$ cat src/rtl/cpu_trace_buffer.sv
// Run-control and instruction-trace buffer for the single-cycle CPU core.
// Sequences core reset, captures {pc,inst} on pc change, freezes on full/breakpoint, drains oldest-first.
module cpu_trace_buffer #(
  parameter int unsigned AW        = 32,
  parameter int unsigned DW        = 32,
  parameter int unsigned DEPTH     = 16,
  parameter int unsigned RST_CYC   = 4,
  parameter int unsigned POST_TRIG = 4
) (
  input  logic                     clk,
  input  logic                     rst_n,
  input  logic                     rst_req,
  output logic                     cpu_rst,
  input  logic [AW-1:0]            pc,
  input  logic [DW-1:0]            inst,
  input  logic                     mode,
  input  logic                     trig_en,
  input  logic [AW-1:0]            trig_pc,
  input  logic                     rd_en,
  output logic [AW+DW-1:0]         rd_data,
  output logic                     rd_valid,
  output logic [$clog2(DEPTH):0]   count,
  output logic                     frozen,
  output logic [31:0]              cycle_cnt
);

  localparam int unsigned PW  = $clog2(DEPTH);
  localparam int unsigned CW  = PW + 1;
  localparam int unsigned EW  = AW + DW;
  localparam int unsigned RCW = $clog2(RST_CYC + 1);
  localparam int unsigned TW  = PW + 1;

  typedef enum logic [1:0] {
    ST_RST_SEQ = 2'd0,
    ST_RUN     = 2'd1,
    ST_FROZEN  = 2'd2
  } state_t;

  state_t           r_state;
  state_t           w_nxt_state;

  logic [EW-1:0]    r_mem [DEPTH];
  logic [PW-1:0]    r_wr_ptr;
  logic [PW-1:0]    r_rd_ptr;
  logic [CW-1:0]    r_count;
  logic [AW-1:0]    r_last_pc;
  logic [RCW-1:0]   r_rst_cnt;
  logic [TW-1:0]    r_post;
  logic             r_armed;
  logic             r_cpu_rst;
  logic             r_frozen;
  logic [EW-1:0]    r_rd_data;
  logic             r_rd_valid;
  logic [31:0]      r_cycle_cnt;

  logic             w_cap;
  logic             w_full;
  logic             w_hit;
  logic             w_wr;
  logic             w_rd;
  logic             w_arm;
  logic             w_dec;

  assign w_cap  = (pc != r_last_pc);
  assign w_full = (r_count == CW'(DEPTH));
  assign w_hit  = trig_en && (pc == trig_pc) && !r_armed;

  // State register
  always_ff @(posedge clk or negedge rst_n) begin
    if (!rst_n) r_state <= ST_RST_SEQ;
    else        r_state <= w_nxt_state;
  end

  // Next state and per-cycle capture/read decisions
  always_comb begin
    w_nxt_state = r_state;
    w_wr        = 1'b0;
    w_rd        = 1'b0;
    w_arm       = 1'b0;
    w_dec       = 1'b0;
    if (rst_req) begin
      w_nxt_state = ST_RST_SEQ;
    end else begin
      case (r_state)
        ST_RST_SEQ: begin
          if (r_rst_cnt == RCW'(RST_CYC - 1)) w_nxt_state = ST_RUN;
        end
        ST_RUN: begin
          if (w_cap) begin
            // stop-when-full drops the entry and freezes; breakpoint is not evaluated
            if (w_full && mode) begin
              w_nxt_state = ST_FROZEN;
            end else begin
              w_wr = 1'b1;
              if (w_hit) begin
                w_arm = 1'b1;
                if (POST_TRIG == 0) w_nxt_state = ST_FROZEN;
              end else if (r_armed) begin
                w_dec = 1'b1;
                if (r_post == TW'(1)) w_nxt_state = ST_FROZEN;
              end
            end
          end
        end
        ST_FROZEN: begin
          w_rd = rd_en && (r_count != '0);
        end
        default: w_nxt_state = ST_RST_SEQ;
      endcase
    end
  end

  // Trace storage (no reset needed; count qualifies validity)
  always_ff @(posedge clk) begin
    if (w_wr) r_mem[r_wr_ptr] <= {pc, inst};
  end

  // Pointers, counters and registered outputs
  always_ff @(posedge clk or negedge rst_n) begin
    if (!rst_n) begin
      r_wr_ptr    <= '0;
      r_rd_ptr    <= '0;
      r_count     <= '0;
      r_last_pc   <= '1;
      r_rst_cnt   <= '0;
      r_post      <= '0;
      r_armed     <= 1'b0;
      r_cpu_rst   <= 1'b1;
      r_frozen    <= 1'b0;
      r_rd_data   <= '0;
      r_rd_valid  <= 1'b0;
      r_cycle_cnt <= '0;
    end else begin
      r_cpu_rst <= (w_nxt_state == ST_RST_SEQ);
      r_frozen  <= (w_nxt_state == ST_FROZEN);
      if (rst_req) begin
        r_wr_ptr    <= '0;
        r_rd_ptr    <= '0;
        r_count     <= '0;
        r_last_pc   <= '1;
        r_rst_cnt   <= '0;
        r_post      <= '0;
        r_armed     <= 1'b0;
        r_rd_valid  <= 1'b0;
        r_cycle_cnt <= '0;
      end else begin
        r_rst_cnt  <= (r_state == ST_RST_SEQ) ? r_rst_cnt + RCW'(1) : '0;
        r_rd_valid <= w_rd;
        if (r_state == ST_RUN) r_cycle_cnt <= r_cycle_cnt + 32'd1;
        if (w_wr) begin
          r_wr_ptr  <= r_wr_ptr + PW'(1);
          r_last_pc <= pc;
          // circular overwrite: oldest entry is discarded, count stays at DEPTH
          if (w_full) r_rd_ptr <= r_rd_ptr + PW'(1);
          else        r_count  <= r_count + CW'(1);
        end
        if (w_arm)      r_post <= TW'(POST_TRIG);
        else if (w_dec) r_post <= r_post - TW'(1);
        if (w_arm) r_armed <= 1'b1;
        if (w_rd) begin
          r_rd_data <= r_mem[r_rd_ptr];
          r_rd_ptr  <= r_rd_ptr + PW'(1);
          r_count   <= r_count - CW'(1);
        end
      end
    end
  end

  assign cpu_rst   = r_cpu_rst;
  assign rd_data   = r_rd_data;
  assign rd_valid  = r_rd_valid;
  assign count     = r_count;
  assign frozen    = r_frozen;
  assign cycle_cnt = r_cycle_cnt;

endmodule

$ cat config.mk
export PLATFORM = sky130hd
export DESIGN_NAME = cpu_trace_buffer
export DESIGN_NICKNAME = d
export VERILOG_FILES = /design/src/rtl/cpu_trace_buffer.sv
export SDC_FILE = /design/constraint.sdc
export NUM_CORES = 1
export LEC_CHECK = 0
export CORE_MARGIN = 5
export CORE_UTILIZATION = 40
export CTS_BUF_LIST = sky130_fd_sc_hd__clkbuf_8
export DETAILED_ROUTE_END_ITERATION = 16
export PLACE_DENSITY_LB_ADDON = 0.25
export SKIP_LAST_GASP = 1
export SYNTH_ARGS = -nofsm -noshare
export SYNTH_HDL_FRONTEND = slang
export SYNTH_SLANG_ARGS = --single-unit
$ cat constraint.sdc
create_clock -name clk -period 15.8 [get_ports clk]
set_clock_uncertainty 0.1 [all_clocks]
set_input_delay 2.37 -clock clk [delete_from_list [all_inputs] [get_ports clk]]
set_output_delay 2.37 -clock clk [all_outputs]
set_load 0.02 [all_outputs]
* After elaboration in Yosys (flattened, before gate mapping)
Memories as Yosys holds them, arrays and structs flattened. A register that Yosys moved wholly into a read port is not among the register bits.
Index checks and enable logic that the tools add are counted.
** Word-level totals
- Register bits :: 91
- Bits in latches :: 0
- Bits in writable memories :: 1024
- ROM bits :: 0
- Input port bits :: 102
- Output and inout port bits :: 104
- Word-level logic and storage cells :: 97
- Memories :: 1
** Memories
- r_mem :: depth 16, bits a word 64, rd ports 1, clocked after memory_dff 1, wr ports 1, line 42 : logic [EW-1:0] r_mem [DEPTH];
** Cells by class
- $add $sub $neg :: 7
- Multipliers :: 0
- Div/mod/pow operators :: 0
- Order comparisons :: 0
- Equal/unequal tests :: 9
- Shifts and indexed selects :: 0
- Mux-type cells :: 49
- Bitwise operators :: 1
- Reduce and logical (&&, ||, !) cells :: 18
** Operators by type and width (number)
- 32-bit two-way mux :: 4
- 5-bit two-way mux :: 7
- 32-bit by 1-bit adder with 32-bit output (second input constant) :: 1
- 32-bit equality test :: 1
- 32-bit inequality test :: 1
- 4-bit two-way mux :: 6
- 1-bit two-way mux :: 22
- 2-bit two-way mux :: 7
- 5-bit by 1-bit subtractor with 5-bit output (second input constant) :: 2
- 3-bit nonzero test :: 3
- 4-bit by 1-bit adder with 4-bit output (second input constant) :: 2
- 3-bit two-way mux :: 2
- 2-bit one-hot mux with 3 select lines :: 1
- 2-bit AND reduction :: 3
- 2-bit nonzero test :: 3
- 5-bit by 1-bit adder with 5-bit output (second input constant) :: 1
- 5-bit by 1-bit equality test with 1-bit output (second input constant) :: 1
- 5-bit equality test (second input constant) :: 1
- 5-bit nonzero test :: 1
- 2-bit equality test (second input constant) :: 2
- 1-bit logical AND :: 4
- 2-bit logical NOT :: 2
- 3-bit by 1-bit adder with 3-bit output (second input constant) :: 1
- 3-bit by 2-bit equality test with 1-bit output (second input constant) :: 1
- other kinds (4) :: 5

* Logic depth before layout (Yosys ltp)
Gate-level depths: netlist of the first run.
- Word-level depth :: 11
- Mapped depth :: 13
- Mapped depth without buffers :: 11

* Worst setup path after synthesis of the first run
Ideal clock, no wire load.
- Path kind :: input port to flip-flop
- Start point :: in pc[2]
- End point :: mem r_mem[8][0] (netlist name), enable pin
- Setup time :: 666 ps
- Arrival time :: 9695 ps
- Data required time :: 15034 ps
- Setup slack :: 5339 ps
- Stages on the path :: 6
- Buffers on the path :: 0
- Cell sequence :: xnor2_1 > nand4_1 > nor4_2 > a21oi_1 > nand2_1 > nor4b_1
** Between the ends
- Longest elaborated chain between the ends :: 6
** Ends and longest elaborated chain
- start: declaration :: line 14 : input logic [AW-1:0] pc,
- 32-bit inequality test :: line 64 : assign w_cap = (pc != r_last_pc);
- 1-bit two-way mux :: line 89 : if (w_cap) begin
- 1-bit two-way mux :: line 84 : case (r_state)
- 1-bit two-way mux :: line 81 : if (rst_req) begin
- 1-bit two-way mux :: line 115 : if (w_wr) r_mem[r_wr_ptr] <= {pc, inst};
- 1-bit two-way mux (implied by the code) :: line 115
- end: declaration :: line 42
No other way between the ends.

* Final worst setup path of the first run
- Start point :: in pc[2]
- End point :: mem r_mem[14][38] (netlist name), enable pin
The elaborated chain is that of the path after synthesis.

==> key figures, run 1 <==
CTS
  – Post-CTS Hold Fix Bufs: 0
  – Num CTS Buffers: 192
  – Clock Path Buffers: 3
  – Post_cts resized: 0
  – H-tree levels: 4
  – Worst-Skew Late Latency: 0.86 ns
  – Clock-pin slew on the worst setup and hold paths: 0.06 ns
  – TritonCTS clock tree: done
  – Sinks on Clock Net: 1179
  – Clk root buf: clkbuf_8
  – Setup bufs post-CTS: 0

Place
  – DP Wirelength: 63520 um
  – PortBufs: 205
  – Post-Place Cell Area: 0.05002 mm2
  – RD Place Congestion: 0.7524

Yosys
  – Largest area contributor in the netlist: edfxtp_1
  – #FFs+latches synth: 1179
  – Mapped Area: 0.04611 mm2
  – Yosys top cell area share: 66.69%
  – Cell count after synthesis: 2265
  – Synth warn: 0
  – Sequential area share after synthesis: 75.19%
  – Syn avg cell area: 20.36 um2
  – Fraction of registers with async set/reset: 13.15%
  – Ys flop type: edfxtp_1
  – Post-synth EDFFs: 1024
  – Dominant cells by area after synthesis: edfxtp_1 67%, mux4_2 16%, dfrtp_1 6.6%
  – Unique masters post-synth: 57
  – Syn nets: 2381

STA
  – Final Hold Vio Count: 0
  – Worst Tran Pin Value: 1.284 ns
  – RSZ-0062 raised after global routing: false
  – Final Slew Violations: 0
  – Max Fclk: 171.1 MHz
  – Period utilisation layout: 37.00%
  – Slew Limit Headroom: 14.19%
  – Minimum clock period: 5.845 ns
  – Final setup viols: 0
  – Post-route setup TNS: 0 ns

Setup path
  – Crit path required time: 16.17 ns
  – Critical Path Fanout Max: 33
  – CP max stage delay: 1.10 ns
  – CP Capture Type: register
  – Slowest CP cell: nor2_4
  – WP data arrival: 6.22 ns
  – CP cell instances: clkdlybuf4s50_1 > xnor2_1 > nand4_1 > nor4_2 > a21oi_4 > nand2_1 > nor2_4 > buf_4
  – R2r setup slk: 11.52 ns
  – Crit path launch type: input pin
  – WS Path Type: input pin to register

Final layout
  – Final net count: 2729
  – Final instance area: 0.05360 mm2
  – P&R area growth vs syn: 16.23%
  – Fillcell total: 9517
  – Layout cell share with drive strength beyond 1: 25.17%

Pwr
  – Static leakage: 17.54 nW
  – IR Drop Worst-Case VDD: 0.08757 mV
  – Cell Pwr Density: 112.7 mW/mm2

Global route
  – First-pass GRT wire length: 164600 um
  – Largest net degree at the start of global routing: 164
  – GRT Overall Usage: 18.30%
  – Number of global-route vias before repair: 24712
  – Initial antenna violation count: 5
  – Total gr overflow: 0

Route
  – Remaining DRCs: 0
  – Drt total wl: 112200 um
  – Detail Route Antenna Nets: 0
  – TritonRoute pass-1 iters: 5
  – Vias per cell: 5.384
  – Vias: 23109
  – Wire per inst: 26.13 um
  – Iteration-0 DRC Markers: 2086

Hold path
  – HP Class: register to register

Outcome
  – Status: finished, final reports clean

Floorplanning
  – Die width: 349.5 um
  – # IOs: 206
  – Core area: 0.1143 mm2
  – Row Count: 124
  – Die H: 349.5 um
  – Die area: 0.1222 mm2
  – Initial core utilization: 40.33%

Job
  – Max-Cap Viols: 0
[report_power, final]
group          internal, W  total [W]  switching [W]
registers          0.00341    0.00342      0.0000116
clock network      0.00123    0.00243        0.00121
logic            0.0000692   0.000187       0.000117
total              0.00471    0.00604        0.00133
[metrics by stage]
stage / util (%) / power [W] / hold slack (ns) / setup WS [ns] / std cells
after floorplan: - / 0.003549 / 0.3097 / 5.339 / 2265
after global placement: 43.74 / 0.003669 / 0.3219 / 9.127 / 3931
after detailed placement: 43.74 / 0.003675 / 0.3351 / 9.087 / 3931
after CTS: 46.87 / 0.006112 / 0.3502 / 10.01 / 4289
after global routing: 46.87 / 0.006271 / 0.3768 / 9.831 / 4291
final: 46.87 / 0.006042 / 0.3459 / 9.955 / 4292
[critical path: cells and delay by family]
family / cells / cell delay (ns)
xor gates and xnor gates: 1 / 0.23
buffers and inverters: 2 / 1.71
and+or+nand+nor: 4 / 1.68
AOI/OAI and AO/OA: 1 / 0.16
[synth_stat cells, drive strengths merged (2+ instances only)]
cell    number
edfxtp    1024
mux4       320
nand2      295
dfrtp      122
xnor2       70
buf         67
nand3       52
clkbuf      44
nor2        44
dfstp       33
xor2        21
a21oi       20
nand4       20
o21ai       14
ha          13
nor4        12
inv         10
nor3         8
or3          8
and3         7
mux2         6
mux2i        6
nor2b        6
a31oi        5
and4         5
and2         4
nand2b       4
nand3b       3
nor4b        3
a21o         2
nand4b       2
nor3b        2
or4          2
[worst paths after layout]
kind                               from       endpoint  depth (start not counted)
hold / removal             r_rst_cnt[0]   r_rst_cnt[0]                          1
setup / recovery                  pc[2]  r_mem[14][38]                          8
hold reg to reg            r_rst_cnt[0]   r_rst_cnt[0]                          1
max in group asynchronous         rst_n    r_rd_ptr[1]                          2
min in group asynchronous         rst_n    rd_data[42]                          1
setup reg to reg            r_rd_ptr[0]    rd_data[57]                          6
[cells by family after synthesis]
family                     count (synthesis)  share of synthesized area, %
buffers and inverters                    122                         1.476
and+or+nand+nor                          478                         4.662
muxes                                    332                         15.91
xor gates and xnor gates                  91                         1.729
DFF                                     1179                         75.19
adders and majority gates                 14                        0.3962
AOI/OAI and AO/OA                         49                        0.6431
[flip-flops by register name (all words and copies together) (netlist names), 2 cells and up]
register / cells
cycle_cnt: 32
r_rd_ptr: 4
rd_data: 64
r_post: 5
r_state: 2
r_wr_ptr: 4
r_last_pc: 32
count: 5
r_mem: 1024
r_rst_cnt: 3
[cell usage in the layout, fill, tap and decap left out, drive strengths merged, types with 2 or more instances in the layout]
master         Yosys  routed
diode              0       3
edfxtp          1024    1024
mux2i              6       6
nor3               8       8
xor2              21      21
clkinv             1      69
or4                2       2
nand2b             4       4
nand3b             3       3
xnor2             70      70
nand3             52      52
nand4b             2       2
clkdlybuf4s50      0     203
a31oi              5       5
and2               4       4
a21oi             20      20
inv               10      88
dfrtp            122     122
a21o               2       2
nor4              12      12
nor2              44      44
and4               5       5
nor4b              3       3
buf               67      61
dfstp             33      33
nand4             20      20
and3               7       7
o21ai             14      14
clkbuf            44     207
nand2            295     295
nor2b              6       6
or3                8       8
nor3b              2       2
mux4             320     320
ha                13      13
mux2               6       6
clkinvlp           0       5
[per-layer routing]
| metal | routed length (um) | vias up | GRT usage [%] |
|---|---|---|---|
| met1 | 46930 | 12203 | 24.98 |
| met3 | 7990 | 203 | 4.531 |
| li1 | - | 9838 | - |
| met4 | 3093 | 4 | 5.834 |
| met2 | 54110 | 861 | 29.27 |
| met5 | 27 | - | 0 |
[cell type report]
class / count / area, um2 / share of cell area, %
repair buffers: 265 / 2514 / 4.690
clock buffers: 206 / 2835 / 5.290
well taps: 1512 / 1892 / 3.530
diodes: 3 / 7.507 / 0.01401
flip-flops and latches: 1179 / 34680 / 64.72
multi-input cells: 964 / 10880 / 20.30
clock inverters: 152 / 737.0 / 1.375
inverters: 11 / 43.79 / 0.08171
Power figures use the tool's default switching activity.
==> run 2: changes to the inputs <==
Clock period 15.8 ns to 6 ns, I/O delays scaled along.
==> run 2 against run 1 <==
  * Highest routed layer unchanged
  * Wire length is essentially flat
  * Core utilization up 0.26 points
  * Flip-flop and latch count stayed put
  * Register-to-register slack got worse by 9.5 ns
  * Combinational power grew to 2.7 times the previous value
  * Setup slack worse by 7.9 ns
  * First-iteration DRC count decreased by 5.4%
  * Non-clock buffer count increased by 13
  * Sequential share of layout area is 0.36 points lower
  * Critical path depth shrank 1
  * Clock power rose to 2.7 times the previous value
  * Cell count decreased by 0.12%
  * Critical endpoint is now r_mem[9][25]
==> key figures, run 2 (synthesized netlist as in run 1, its figures left out) <==
Route
  – Wire per inst: 26.16 um
  – Drt total wl: 112200 um
  – TritonRoute pass-1 iters: 5
  – Remaining DRCs: 0
  – Vias per cell: 5.405
  – Detail Route Antenna Nets: 0
  – Iteration-0 DRC Markers: 1973
  – Vias: 23173

Place
  – Post-Place Cell Area: 0.05023 mm2
  – Dpl cells: 3943
  – DP Wirelength: 65200 um
  – RD Place Congestion: 0.8048
  – PortBufs: 205

Floorplanning
  – Die area: 0.1222 mm2
  – Row Count: 124
  – Core area: 0.1143 mm2
  – Initial core utilization: 40.33%
  – Die width: 349.5 um
  – Die H: 349.5 um
  – # IOs: 206

Final layout
  – Commonest non-fill, non-tap cell in the layout: edfxtp_1
  – Register name with the most flops: r_mem
  – Layout Utilization: 47.14%
  – Layout cell share with drive strength beyond 1: 25.53%
  – Multi-input logic area: 0.01089 mm2
  – FF+latch area: 0.03468 mm2
  – Final net count: 2734
  – Max FFs per register: 1024
  – P&R area growth vs syn: 16.89%
  – Fillcell total: 9436
  – Most frequent cells in the layout: 1024 x edfxtp_1, 320 x mux4_2, 294 x nand2_1, 203 x clkdlybuf4s50_1, 197 x clkbuf_8
  – Final Non-Filler Cells: 4287
  – Final instance area: 0.05390 mm2

Hold path
  – HP Class: register to register

STA
  – WHS: 0.3568 ns
  – Worst Tran Pin Value: 1.144 ns
  – Max Fclk: 251.6 MHz
  – RSZ-0062 raised after global routing: false
  – Final setup viols: 0
  – Period utilisation layout: 66.25%
  – Minimum clock period: 3.975 ns
  – Final Hold Vio Count: 0
  – Final Slew Violations: 0
  – Slew Limit Headroom: 23.76%

CTS
  – Worst-Skew Late Latency: 0.84 ns
  – Num CTS Buffers: 184
  – H-tree levels: 4
  – Sinks on Clock Net: 1179
  – Clk root buf: clkbuf_8
  – Clock-pin slew on the worst setup and hold paths: 0.07 ns
  – TritonCTS clock tree: done
  – Post_cts resized: 0
  – Clock Path Buffers: 3

Outcome
  – Status: finished, final reports clean

Global route
  – Number of global-route vias before repair: 24711
  – GRT Overall Usage: 18.40%
  – First-pass GRT wire length: 166500 um
  – Initial antenna violation count: 4
  – Total gr overflow: 0
  – Largest net degree at the start of global routing: 86

Pwr
  – Static leakage: 17.58 nW
  – Cell Pwr Density: 299.9 mW/mm2
  – IR Drop Worst-Case VDD: 0.1967 mV
  – Total power draw: 0.01617 W

Setup path
  – CP cell instances: nor2b_1 > buf_4 > nand2_1 > a21oi_4 > nand2_1 > nor2_4 > buf_12
  – CP Capture Type: register
  – Crit path launch type: register
  – WS Path Type: register to register
  – Slowest CP cell: nor2_4
  – Most used cell, CP: nand2_1
  – Critical Path Fanout Max: 39
  – CP max stage delay: 0.99 ns
  – Crit path required time: 6.38 ns
  – WP data arrival: 4.36 ns

Job
  – Max-Cap Viols: 0
[run 2: layout make-up]
type,instances,share of cell area (%)
Tap cell,1512,3.510
Timing Repair Buffer,278,5.058
Sequential cell,1179,64.35
Multi-Input combinational cell,964,20.21
Inverter,11,0.08125
Clock buffer,196,5.005
Clock inverter,145,1.776
Antenna cell,2,0.009286
[run 2: layer usage]
layer / vias to the layer above / track usage, % / part of all wire, %
li1: 9843 / - / -
met1: 12420 / 26.12 / 44
met2: 740 / 29.52 / 49
met3: 166 / 3.910 / 6.0
met4: 4 / 4.448 / 1.6
met5: - / 0 / 0.023
[run 2: path summary, 6_finish.rpt]
kind | cells after the start | end | slack (ns) | from
min reg2reg | 1 | r_rst_cnt[0] | 0.36 | r_rst_cnt[0]
max reg2reg | 7 | r_mem[9][25] | 2.03 | r_state[0]
max in group asynchronous | 3 | r_rd_ptr[0] | 3.99 | rst_n
min | 1 | r_rst_cnt[0] | 0.36 | r_rst_cnt[0]
min in group asynchronous | 2 | rd_data[47] | 0.53 | rst_n
max | 7 | r_mem[9][25] | 2.03 | r_state[0]
[run 2: through the flow]
step	setup WS, ns	setup TNS, ns
floorplan	-0.7363	-235.61
global placement	1.436	0
detailed placement	1.320	0
CTS	2.039	0
global route	1.861	0
finish	2.025	0
[run 2: worst max-delay path: cells and delay by family, from the launching register on]
| kind | cells | cell delay (ns) |
|---|---|---|
| simple gates | 4 | 2.06 |
| buf+inv | 2 | 0.68 |
| flops | 1 | 0.55 |
| compound gates | 1 | 0.20 |
[run 2: power by group]
part | switching [W] | leakage, nW | internal [W]
clock network | 0.00313 | 2.05 | 0.00352
logic | 0.000317 | 4.30 | 0.000188
registers | 0.0000307 | 11.2 | 0.00898
total | 0.00348 | 17.6 | 0.0127
[run 2: timing repair]
action                    4_1_cts  5_1_grt
hold endpoints to repair       20        0
buffers inserted                0        0
hold buffers                    1        0
==> run 3: changes to the inputs <==
Clock period 6 ns to 4.1 ns, I/O delays scaled along.
==> run 3 against run 2 <==
  * Critical path type unchanged
  * Clock-buffer cell count rose by 10
  * Wire length rose by 4.9%
  * Fmax rose by 25%
  * Flip-flop and latch count did not move
  * Largest cell class unchanged
  * First-iteration DRC count rose by 24%
  * Register-to-register slack got worse by 1.1 ns
  * Hold slack got worse by 0.12 ns
  * Combinational power rose by 56%
==> key figures, run 3 (synthesized netlist as in run 1, its figures left out) <==
Global route
  – Number of global-route vias before repair: 24988
  – GRT Overall Usage: 19.26%
  – Initial antenna violation count: 8
  – First-pass GRT wire length: 171600 um
  – Total gr overflow: 0
  – Largest net degree at the start of global routing: 81

Setup path
  – CP Capture Type: register
  – Worst flop-to-flop path startpoint: r_state[1]
  – WP data arrival: 3.82 ns
  – CP cell instances: nand2b_1 > nor3b_1 > buf_4 > o21ai_4 > inv_4 > ha_1 > nor2b_1 > o21ai_0 > nand2b_1 > nor3_1 > a21oi_1 > o22ai_1
  – Slowest CP cell: nor3b_1
  – Critical Path Fanout Max: 10
  – WS Path Type: register to register
  – Crit path launch type: register
  – Most used cell, CP: nand2b_1
  – Worst Setup SP: r_state[1]
  – CP max stage delay: 0.63 ns
  – Crit path required time: 4.75 ns

Place
  – Post-Place Cell Area: 0.05123 mm2
  – DP Wirelength: 73420 um
  – PortBufs: 205
  – Dpl cells: 3997
  – RD Place Congestion: 0.7759

Route
  – Drt total wl: 117600 um
  – Remaining DRCs: 0
  – Vias: 23694
  – TritonRoute pass-1 iters: 7
  – Iteration-0 DRC Markers: 2440
  – Vias per cell: 5.446
  – Detail Route Antenna Nets: 0
  – Wire per inst: 27.03 um

Final layout
  – Final instance area: 0.05479 mm2
  – Final Non-Filler Cells: 4351
  – Layout cell share with drive strength beyond 1: 26.82%
  – Most frequent cells in the layout: 1024 x edfxtp_1, 320 x mux4_2, 294 x nand2_1, 207 x clkbuf_8, 203 x clkdlybuf4s50_1
  – P&R area growth vs syn: 18.82%
  – Commonest non-fill, non-tap cell in the layout: edfxtp_1
  – Register name with the most flops: r_mem
  – Final net count: 2797
  – Max FFs per register: 1024

CTS
  – Clock-pin slew on the worst setup and hold paths: 0.06 ns
  – Sinks on Clock Net: 1179
  – H-tree levels: 4
  – Worst-Skew Late Latency: 0.86 ns
  – Num CTS Buffers: 193
  – Clock Path Buffers: 3
  – Post_cts resized: 0
  – TritonCTS clock tree: done
  – Clk root buf: clkbuf_8

STA
  – Final Slew Violations: 0
  – RSZ-0062 raised after global routing: false
  – Period utilisation layout: 77.30%
  – Slew Limit Headroom: 27.42%
  – Minimum clock period: 3.169 ns
  – Final Hold Vio Count: 0
  – Final setup viols: 0
  – Max Fclk: 315.5 MHz
  – Worst Tran Pin Value: 1.089 ns

Hold path
  – HP Start: rst_req
  – HP Class: input pin to register

Floorplanning
  – Die area: 0.1222 mm2
  – Die H: 349.5 um
  – Die width: 349.5 um
  – Initial core utilization: 40.33%
  – Core area: 0.1143 mm2
  – # IOs: 206
  – Row Count: 124

Pwr
  – Cell Pwr Density: 425.9 mW/mm2
  – Static leakage: 18.04 nW
  – IR Drop Worst-Case VDD: 0.2873 mV

Job
  – Max-Cap Viols: 0

Outcome
  – Status: finished, final reports clean
## run 3: changes by cell type in the layout (fill, tap and decap cells not counted), moves of 2 or more
cell	change
clkinv_8	+2
clkinv_1	-9
clkinvlp_4	-6
bufinv_16	-10
inv_8	+2
buf_12	+45
inv_1	+21
nor3_2	-5
clkbuf_8	+10
buf_4	+9
nor3_4	+5
## run 3: critical path: cells and delay by family (launching register included)
family          cells  cell delay, ns
flops               1            0.58
simple gates        5            1.31
fa+ha+maj           1            0.26
buf+inv             2            0.34
compound gates      4            0.45
## run 3: path summary, 6_finish.rpt
check | endpoint | slack, ns | cells after the start
min | r_wr_ptr[0] | 0.24 | 2
max reg2reg | count[4] | 0.93 | 12
max | count[4] | 0.93 | 12
min reg2reg | r_rst_cnt[0] | 0.35 | 1
max in group asynchronous | rd_valid | 2.59 | 3
min in group asynchronous | rd_data[47] | 0.34 | 2
## run 3: through the flow
step           setup TNS (ns)  setup slack [ns]  utilization (%)  power, W  hold slack (ns)
5_1_grt                     0            0.5730            47.92   0.02425           0.1937
4_1_cts                     0            0.9269            47.91   0.02362           0.1385
3_5_place_dp                0            0.2186            44.80   0.01423           0.3391
2_1_floorplan         -302.70           -0.5617                -   0.01368           0.2194
3_3_place_gp                0            0.3291            44.80   0.01422           0.3211
6_report                    0            0.9308            47.92   0.02334           0.2373
## run 3: final cells by class
class	instances	area (um2)
Antenna cell	2	5.005
Clock buffer	206	2835
Clock inverter	145	711.9
Fill cell	9392	59550
Inverter	11	43.79
Multi-Input combinational cell	964	10920
Sequential cell	1179	34680
Tap cell	1512	1892
Timing Repair Buffer	332	3695
## run 3: report_power, final
| group | switching (W) | internal [W] | total [W] |
|---|---|---|---|
| clock | 0.00464 | 0.00472 | 0.00936 |
| combinational | 0.000500 | 0.000288 | 0.000788 |
| sequential | 0.0000445 | 0.0131 | 0.0132 |
## run 3: repair_timing
| action | CTS | global route |
|---|---|---|
| setup buffers | 0 | 0 |
| endpoints found under the hold margin | 45 | 0 |
| setup endpoints to repair | 0 | 0 |
| hold buffers | 1 | 0 |
## run 3: per-layer routing
metal  share of wire [%]  up-vias  track usage (%)
met5               0.017        -                0
met4                 2.1        4            5.108
met3                 8.0      166            4.946
met2                  49      940            30.75
met1                  41    12613            26.70
li1                    -     9971                -
